$ cat src/rtl/neuron_array_core.sv
// neuron_array_core: time-multiplexed array of FitzHugh-Nagumo neurons (v, w) sharing one
// Euler-update datapath in signed Q(INT_WIDTH).(FRC_WIDTH) fixed point.
// Latency: a step takes N_NEURONS+1 clocks after the start edge; step_done pulses in the following cycle.
// Backpressure: step_start and wr_en are ignored while busy=1; i_flat must be held while busy.
// Ports: clk/rst_n (async active-low); step_start/busy/step_done step handshake; i_flat packed input
//   currents; spike per-neuron flags; wr_en/wr_idx/wr_v/wr_w state write; rd_idx/rd_v/rd_w registered readout.
// Optional macro NEURON_SPIKE_RESET_EN: a spiking neuron's v is reloaded with V_RST instead of v_next.

// pow_2_function: y = 2^x, x signed Q(INT).(FRC), y unsigned Q(INT).(FRC), saturated to the max positive code.
// 2^frac uses a cubic polynomial; the integer part is applied as a shift.
module pow_2_function #(
  parameter int INT_WIDTH = 3,
  parameter int FRC_WIDTH = 12
) (
  input  logic signed [INT_WIDTH+FRC_WIDTH:0] i_x,
  output logic        [INT_WIDTH+FRC_WIDTH:0] o_y
);
  localparam int          W     = 1 + INT_WIDTH + FRC_WIDTH;
  localparam logic [31:0] ONE   = 32'(2**FRC_WIDTH);
  localparam logic [31:0] C1    = 32'((2**FRC_WIDTH * 6956) / 10000);
  localparam logic [31:0] C2    = 32'((2**FRC_WIDTH * 2262) / 10000);
  localparam logic [31:0] C3    = ONE - C1 - C2;  // coefficients sum to 1 so 2^1 is exact
  localparam logic [63:0] Y_MAX = (64'd1 << (W-1)) - 64'd1;

  logic [31:0]  w_f, w_f2, w_f3, w_m;
  logic [W-1:0] w_ip, w_amt;
  logic [63:0]  w_sh;

  always_comb begin
    w_f   = 32'(i_x[FRC_WIDTH-1:0]);
    w_f2  = (w_f * w_f) >> FRC_WIDTH;
    w_f3  = (w_f2 * w_f) >> FRC_WIDTH;
    w_m   = ONE + ((w_f * C1 + w_f2 * C2 + w_f3 * C3) >> FRC_WIDTH);
    w_ip  = i_x >>> FRC_WIDTH;  // floor of x, so fraction is always non-negative
    w_amt = w_ip[W-1] ? (~w_ip + 1'b1) : w_ip;
    if (w_ip[W-1]) w_sh = {32'd0, w_m} >> w_amt;
    else           w_sh = {32'd0, w_m} << w_amt;
    o_y = (w_sh > Y_MAX) ? Y_MAX[W-1:0] : w_sh[W-1:0];
  end
endmodule

module neuron_array_core #(
  parameter int N_NEURONS  = 4,
  parameter int INT_WIDTH  = 3,
  parameter int FRC_WIDTH  = 12,
  parameter int TAU_SHIFT  = 1,
  parameter int TIME_SHIFT = 7,
  parameter logic [INT_WIDTH+FRC_WIDTH:0]   A_COEF   = 2867,
  parameter logic [INT_WIDTH+FRC_WIDTH+4:0] DEADZONE = 175,
  parameter logic [INT_WIDTH+FRC_WIDTH:0]   V_TH     = 2048,
  parameter logic [INT_WIDTH+FRC_WIDTH:0]   V_RST    = 16'hECE1,
  parameter logic [INT_WIDTH+FRC_WIDTH:0]   W_RST    = 16'hF600,
  localparam int W     = 1 + INT_WIDTH + FRC_WIDTH,
  localparam int IDX_W = (N_NEURONS > 1) ? $clog2(N_NEURONS) : 1
) (
  input  logic                   clk,
  input  logic                   rst_n,
  input  logic                   step_start,
  input  logic [N_NEURONS*W-1:0] i_flat,
  output logic                   busy,
  output logic                   step_done,
  output logic [N_NEURONS-1:0]   spike,
  input  logic                   wr_en,
  input  logic [IDX_W-1:0]       wr_idx,
  input  logic [W-1:0]           wr_v,
  input  logic [W-1:0]           wr_w,
  input  logic [IDX_W-1:0]       rd_idx,
  output logic [W-1:0]           rd_v,
  output logic [W-1:0]           rd_w
);
  localparam int E = W + 4;
  localparam logic signed [E-1:0] DZ    = DEADZONE;
  localparam logic signed [E-1:0] A_E   = {{4{A_COEF[W-1]}}, A_COEF};
  localparam logic signed [E-1:0] RND_V = E'(2**(TIME_SHIFT-1));
  localparam logic signed [E-1:0] RND_W = E'(2**(TAU_SHIFT+TIME_SHIFT-1));
  localparam logic signed [W-1:0] VTH_S = V_TH;

  typedef enum logic [1:0] {S_IDLE, S_FETCH, S_DRAIN} state_t;

  state_t                r_state, w_state_nxt;
  logic [IDX_W-1:0]      r_idx, w_idx_nxt;
  logic                  w_capture;
  logic signed [W-1:0]   r_v [N_NEURONS];
  logic signed [W-1:0]   r_w [N_NEURONS];
  logic [N_NEURONS-1:0]  r_spike;
  logic                  r_step_done;
  logic [W-1:0]          r_rd_v, r_rd_w;

  // stage-1 pipeline registers
  logic                  r_s1_vld;
  logic [IDX_W-1:0]      r_s1_idx;
  logic signed [W-1:0]   r_s1_v, r_s1_w, r_s1_i;

  // stage-2 datapath
  logic signed [W-1:0]   w_v_neg, w_v_nxt, w_w_nxt, w_v_wr;
  logic [W-1:0]          w_pp, w_pn;
  logic signed [E-1:0]   w_ve, w_we, w_ie, w_diff, w_z1, w_z2, w_z5raw, w_z5, w_dv, w_z3, w_dw;
  logic                  w_spike;
  logic                  w_unused_hi;

  assign busy      = (r_state != S_IDLE);
  assign step_done = r_step_done;
  assign spike     = r_spike;
  assign rd_v      = r_rd_v;
  assign rd_w      = r_rd_w;

  always_comb begin
    w_state_nxt = r_state;
    w_idx_nxt   = r_idx;
    w_capture   = 1'b0;
    case (r_state)
      S_IDLE: begin
        if (step_start) begin
          w_state_nxt = S_FETCH;
          w_idx_nxt   = '0;
        end
      end
      S_FETCH: begin
        w_capture = 1'b1;
        if (r_idx == IDX_W'(N_NEURONS-1)) w_state_nxt = S_DRAIN;
        else                              w_idx_nxt   = r_idx + 1'b1;
      end
      S_DRAIN: w_state_nxt = S_IDLE;  // last neuron is written on this edge
      default: w_state_nxt = S_IDLE;
    endcase
  end

  always_ff @(posedge clk or negedge rst_n) begin
    if (!rst_n) begin
      r_state     <= S_IDLE;
      r_idx       <= '0;
      r_step_done <= 1'b0;
    end else begin
      r_state     <= w_state_nxt;
      r_idx       <= w_idx_nxt;
      r_step_done <= (r_state == S_DRAIN);
    end
  end

  always_ff @(posedge clk or negedge rst_n) begin
    if (!rst_n) begin
      r_s1_vld <= 1'b0;
      r_s1_idx <= '0;
      r_s1_v   <= '0;
      r_s1_w   <= '0;
      r_s1_i   <= '0;
    end else begin
      r_s1_vld <= w_capture;
      if (w_capture) begin
        r_s1_idx <= r_idx;
        r_s1_v   <= r_v[r_idx];
        r_s1_w   <= r_w[r_idx];
        r_s1_i   <= i_flat[r_idx*W +: W];
      end
    end
  end

  assign w_v_neg = -r_s1_v;

  pow_2_function #(.INT_WIDTH(INT_WIDTH), .FRC_WIDTH(FRC_WIDTH)) u_pow_pos (.i_x(r_s1_v),  .o_y(w_pp));
  pow_2_function #(.INT_WIDTH(INT_WIDTH), .FRC_WIDTH(FRC_WIDTH)) u_pow_neg (.i_x(w_v_neg), .o_y(w_pn));

  always_comb begin
    w_ve    = {{4{r_s1_v[W-1]}}, r_s1_v};
    w_we    = {{4{r_s1_w[W-1]}}, r_s1_w};
    w_ie    = {{4{r_s1_i[W-1]}}, r_s1_i};
    w_diff  = $signed({4'd0, w_pn}) - $signed({4'd0, w_pp});
    w_z1    = (w_diff <<< 1) + w_diff;
    w_z2    = (w_ve <<< 2) + w_ve;
    w_z5raw = w_z1 + w_z2 - w_we + w_ie;
    w_z5    = ((w_z5raw > -DZ) && (w_z5raw < DZ)) ? '0 : w_z5raw;
    w_dv    = (w_z5 + RND_V) >>> TIME_SHIFT;
    w_v_nxt = r_s1_v + $signed(w_dv[W-1:0]);
    w_z3    = w_ve + A_E - (w_we >>> 1);
    w_dw    = (w_z3 + RND_W) >>> (TAU_SHIFT + TIME_SHIFT);
    w_w_nxt = r_s1_w + $signed(w_dw[W-1:0]);
    w_spike = (r_s1_v < VTH_S) && (w_v_nxt >= VTH_S);
  end

  // high bits of the increments are dropped: state update wraps to W bits
  assign w_unused_hi = ^{w_dv[E-1:W], w_dw[E-1:W]};

`ifdef NEURON_SPIKE_RESET_EN
  assign w_v_wr = w_spike ? $signed(V_RST) : w_v_nxt;
`else
  assign w_v_wr = w_v_nxt;
`endif

  // stage-2 writes only happen while busy and host writes only while idle, so they never collide
  always_ff @(posedge clk or negedge rst_n) begin
    if (!rst_n) begin
      for (int k = 0; k < N_NEURONS; k++) begin
        r_v[k] <= V_RST;
        r_w[k] <= W_RST;
      end
      r_spike <= '0;
    end else if (r_s1_vld) begin
      r_v[r_s1_idx]     <= w_v_wr;
      r_w[r_s1_idx]     <= w_w_nxt;
      r_spike[r_s1_idx] <= w_spike;
    end else if (wr_en && !busy && (32'(wr_idx) < N_NEURONS)) begin
      r_v[wr_idx] <= wr_v;
      r_w[wr_idx] <= wr_w;
    end
  end

  always_ff @(posedge clk or negedge rst_n) begin
    if (!rst_n) begin
      r_rd_v <= V_RST;
      r_rd_w <= W_RST;
    end else if (32'(rd_idx) < N_NEURONS) begin
      r_rd_v <= r_v[rd_idx];
      r_rd_w <= r_w[rd_idx];
    end else begin
      r_rd_v <= '0;
      r_rd_w <= '0;
    end
  end
endmodule

$ cat config.mk
export PLATFORM = sky130hd
export DESIGN_NAME = neuron_array_core
export DESIGN_NICKNAME = d
export VERILOG_FILES = /design/src/rtl/neuron_array_core.sv
export SDC_FILE = /design/constraint.sdc
export NUM_CORES = 2
export LEC_CHECK = 0
export BUFFER_PORTS_ARGS = -buffer_cell sky130_fd_sc_hd__buf_2
export CORE_ASPECT_RATIO = 0.9
export CORE_MARGIN = 2
export CORE_UTILIZATION = 60
export CTS_CLUSTER_SIZE = 25
export DETAILED_ROUTE_END_ITERATION = 6
export PLACE_DENSITY = 0.74
export SLEW_MARGIN = 20
export SYNTH_ARGS = -nofsm -noshare
export SYNTH_HDL_FRONTEND = slang
export SYNTH_HIERARCHICAL = 1
export SYNTH_SLANG_ARGS = --single-unit
$ cat constraint.sdc
create_clock -name clk -period 33.8 [get_ports clk]
set_input_delay 1.69 -clock clk [delete_from_list [all_inputs] [get_ports clk]]
set_output_delay 1.69 -clock clk [all_outputs]
set_load 0.01 [all_outputs]
==> out/results.tsv <==
stage	metric	value	unit
status	status	finished clean	
placed_design	Worst Setup Slack post-DPL	3270	ps
critical_path	critical path fanouts, max	33	
synth	Netlist Area Pre-Place	49300	um2
critical_path	Startpoint Class	flop	
floorplanning	vertical die dimension	276	um
synth	Post-Synthesis Cells	5519	
clocking	number of levels the H-tree was split into	1	
detailed_routing	total via count after detailed routing	40200	
placed_design	routability-driven placement congestion ratio	0.973	
placed_design	number of input and output port buffers inserted	141	
critical_path	critical setup path kind	reg -> reg	
floorplanning	Die Area	84500	um2
critical_path	data arrival time of the critical path	31530	ps
detailed_routing	Post-DRT Antenna Nets	0	
synth	net count of the mapped netlist	6982	
sta	count of final hold-check violations	0	
floorplanning	number of rows in the core area	99	
global_routing	Overall Global Routing Usage	33.2	%
sta	setup repair after global routing missed its margin	false	
global_routing	GR Util met1	45.5	%
synth	YS warnings	6	
clocking	count of cells resized by post-cts repair	0	
clocking	Post CTS Setup Buffer Count	0	
clocking	clock sink total	220	
hold_path	Hold Path Class	reg -> reg	
global_routing	first-pass GRT wire length	222000	um
clocking	buffer cell driving the clock tree root	sky130_fd_sc_hd__clkbuf_16	
sta	final setup skew	28.0	ps
synth	Yosys cell types	111	
global_routing	global-route track usage on met2	54.3	%
clocking	total of hold buffers inserted after clock tree synthesis	0	
global_routing	global routing met3 resource utilization	5.55	%
run	Max Cap Viol	0	
global_routing	gr busiest metal	met2	
synth	post-synthesis register bit count	220	
synth	Yosys top cell by area	sky130_fd_sc_hd__fa_1	
critical_path	data required time of the critical path	34200	ps
critical_path	Critical Path Most Common Cell	sky130_fd_sc_hd__fa_1	
clocking	clock network latency to the later pin of the worst-skew pair	530	ps
synth	share of async-settable or async-resettable flops after synthesis	100	%
global_routing	vias in the first global route	41000	
clocking	Clock Path Buffers	3	
cells_and_area	fin nets	7032	
sta	final clock period utilization by the worst path	92.1	%
placed_design	half-perimeter wire length of the detailed placement result	110000	um
sta	transition time of the tightest slew-check pin	1090	ps
floorplanning	Initial Utilization	60.7	%
detailed_routing	per-cell routed wire length	20.7	um
critical_path	CP max-delay cell	sky130_fd_sc_hd__o41ai_1	
floorplanning	Die Span X	306	um
global_routing	grt ovf	0	
global_routing	largest net degree at the start of global routing	113	
sta	min cycle time layout	31140	ps
critical_path	critical path endpoint category	flop	
floorplanning	Ports	142	
sta	highest attainable clock frequency	32.1	MHz
clocking	clk slew on worst S/H paths	80	ps
sta	setup ws final	2660	ps
sta	count of endpoints failing setup in the final report	0	
synth	fraction of the yosys area taken by sequential cells	11.4	%
synth	Avg Synthesized Cell Area	8.93	um2
cells_and_area	Synth-to-Final Area Change	5.66	%
cells_and_area	share of final-layout standard cells stronger than drive strength 1	9.94	%
detailed_routing	remaining design rule violation count	0	
cells_and_area	post-layout util	64.1	%
sta	Hold Slack	445	ps
sta	final max-slew violation count	0	
synth	most used flip-flop cell after synthesis	sky130_fd_sc_hd__dfrtp_1	
synth	EDFF count, synth	0	
global_routing	initial antenna violation count	0	
clocking	number of buffers created by CTS	21	
detailed_routing	detail-routed via count per cell	6.05	
detailed_routing	first-iteration detailed-routing DRC count	3637	
synth	synth top area cells	sky130_fd_sc_hd__fa_1 (26%), sky130_fd_sc_hd__ha_1 (18%), sky130_fd_sc_hd__inv_1 (8.6%), sky130_fd_sc_hd__dfrtp_1 (7.4%), sky130_fd_sc_hd__dfstp_2 (4.0%)	
synth	share of Yosys cell area claimed by the top area cell type	26.0	%
detailed_routing	routed wire length	138000	um
floorplanning	Core Box Area	81300	um2
clocking	clock tree from TritonCTS	yes	
detailed_routing	detailed-router iteration count before antenna repair	6	
critical_path	Critical Path Max Stage Delay	780	ps
sta	relative slew slack	27.6	%
sta	final setup TNS	0	ps
==> registers in the layout, indices dropped and copies added, names as in the netlist <==
register and count:
r_w 64, r_s1_vld 1, rd_v 16, rd_w 16, r_s1_w 16, r_idx 2
r_s1_v 16, r_v 64, r_state 2, r_s1_i 16, step_done 1, r_s1_idx 2
spike 4
==> cell type report <==
cell class | count | area, um2
Clock inverter | 15 | 220
Multi-Input combinational cell | 3966 | 38800
Fill cell | 6869 | 29200
Clock buffer | 22 | 539
Inverter | 1141 | 4280
Sequential cell | 220 | 5610
Tap cell | 1060 | 1330
Antenna cell | 2 | 5.00
Timing Repair Buffer | 219 | 1300
==> per-stage QoR <==
stage	instance area, um2	instances
6_report	52100	6645
5_1_grt	52100	6643
4_1_cts	52100	6643
3_5_place_dp	51300	6606
3_3_place_gp	51300	6606
2_1_floorplan	49300	5519
==> worst paths after layout <==
check                      startpoint   endpoint  slack, ps  depth (start not counted)
max                         r_s1_v[0]   spike[0]       2660                        108
min                        r_state[0]  step_done        440                          1
max reg2reg                 r_s1_v[0]   spike[0]       2660                        108
min reg2reg                r_state[0]  step_done        440                          1
max in group asynchronous       rst_n   r_idx[0]      30380                          3
min in group asynchronous       rst_n     r_w[5]       1200                          1
==> worst max-delay path, delay by kind of cell (launching register included) <==
kind / cells / cell delay [ps]
simple gates: 18 / 3400
buf+inv: 15 / 1960
xor+xnor: 8 / 1990
mux: 4 / 1650
flops: 1 / 510
fa+ha+maj: 28 / 12340
compound gates: 35 / 9110
==> synthesized netlist by cell type (13+ instances only) <==
| master | n |
|---|---|
| sky130_fd_sc_hd__dfrtp_1 | 145 |
| sky130_fd_sc_hd__nand4_1 | 22 |
| sky130_fd_sc_hd__buf_1 | 20 |
| sky130_fd_sc_hd__a32oi_1 | 26 |
| sky130_fd_sc_hd__a211oi_1 | 46 |
| sky130_fd_sc_hd__fa_1 | 640 |
| sky130_fd_sc_hd__a21o_1 | 59 |
| sky130_fd_sc_hd__inv_1 | 1125 |
| sky130_fd_sc_hd__mux2i_1 | 17 |
| sky130_fd_sc_hd__nand2_1 | 501 |
| sky130_fd_sc_hd__o21bai_1 | 18 |
| sky130_fd_sc_hd__mux2_2 | 32 |
| sky130_fd_sc_hd__nor3_1 | 81 |
| sky130_fd_sc_hd__o2111ai_1 | 20 |
| sky130_fd_sc_hd__or3_1 | 24 |
| sky130_fd_sc_hd__nor2b_1 | 26 |
| sky130_fd_sc_hd__o31ai_1 | 22 |
| sky130_fd_sc_hd__or2_2 | 25 |
| sky130_fd_sc_hd__o211ai_1 | 38 |
| sky130_fd_sc_hd__a31oi_1 | 25 |
| sky130_fd_sc_hd__xnor2_1 | 143 |
| sky130_fd_sc_hd__dfstp_2 | 75 |
| sky130_fd_sc_hd__o21ai_0 | 242 |
| sky130_fd_sc_hd__and2_1 | 86 |
| sky130_fd_sc_hd__a211o_1 | 13 |
| sky130_fd_sc_hd__o21a_1 | 33 |
| sky130_fd_sc_hd__nand2b_1 | 29 |
| sky130_fd_sc_hd__clkbuf_1 | 160 |
| sky130_fd_sc_hd__ha_1 | 719 |
| sky130_fd_sc_hd__a22oi_1 | 108 |
| sky130_fd_sc_hd__xor2_1 | 45 |
| sky130_fd_sc_hd__nor2_1 | 320 |
| sky130_fd_sc_hd__nor3b_1 | 14 |
| sky130_fd_sc_hd__nor4_1 | 21 |
| sky130_fd_sc_hd__a21oi_1 | 161 |
| sky130_fd_sc_hd__and3_1 | 31 |
| sky130_fd_sc_hd__mux4_2 | 85 |
| sky130_fd_sc_hd__nand3_1 | 87 |
==> cell families after synthesis <==
logic type,synth area share [%]
multiplexers,5.01
AO/OA/AOI/OAI,13.3
adder cells (fa/ha/maj),44.2
AND/OR/NAND/NOR,12.4
buffers and inverters,10.2
other,0.0152
XOR/XNOR,3.41
flip-flops,11.4
==> metal layers <==
| metal | wire, um | share of wire, % |
|---|---|---|
| met3 | 12200 | 8.9 |
| met5 | 0 | 0 |
| met1 | 58000 | 42 |
| met4 | 4830 | 3.5 |
| met2 | 62700 | 46 |
==> layout by cell type (no fill, tap or decap), drive strengths merged, types with 85 or more instances in the layout <==
master	count
nor2	321
nand2	501
a22oi	108
dfrtp	145
xnor2	144
ha	719
mux4	85
nand3	88
o21ai	253
fa	640
inv	1130
buf	219
and2	87
a21oi	163
Power is left out: the tool's default activity adds up to more than one toggle a clock period on the data nets, which glitch-free logic cannot reach.
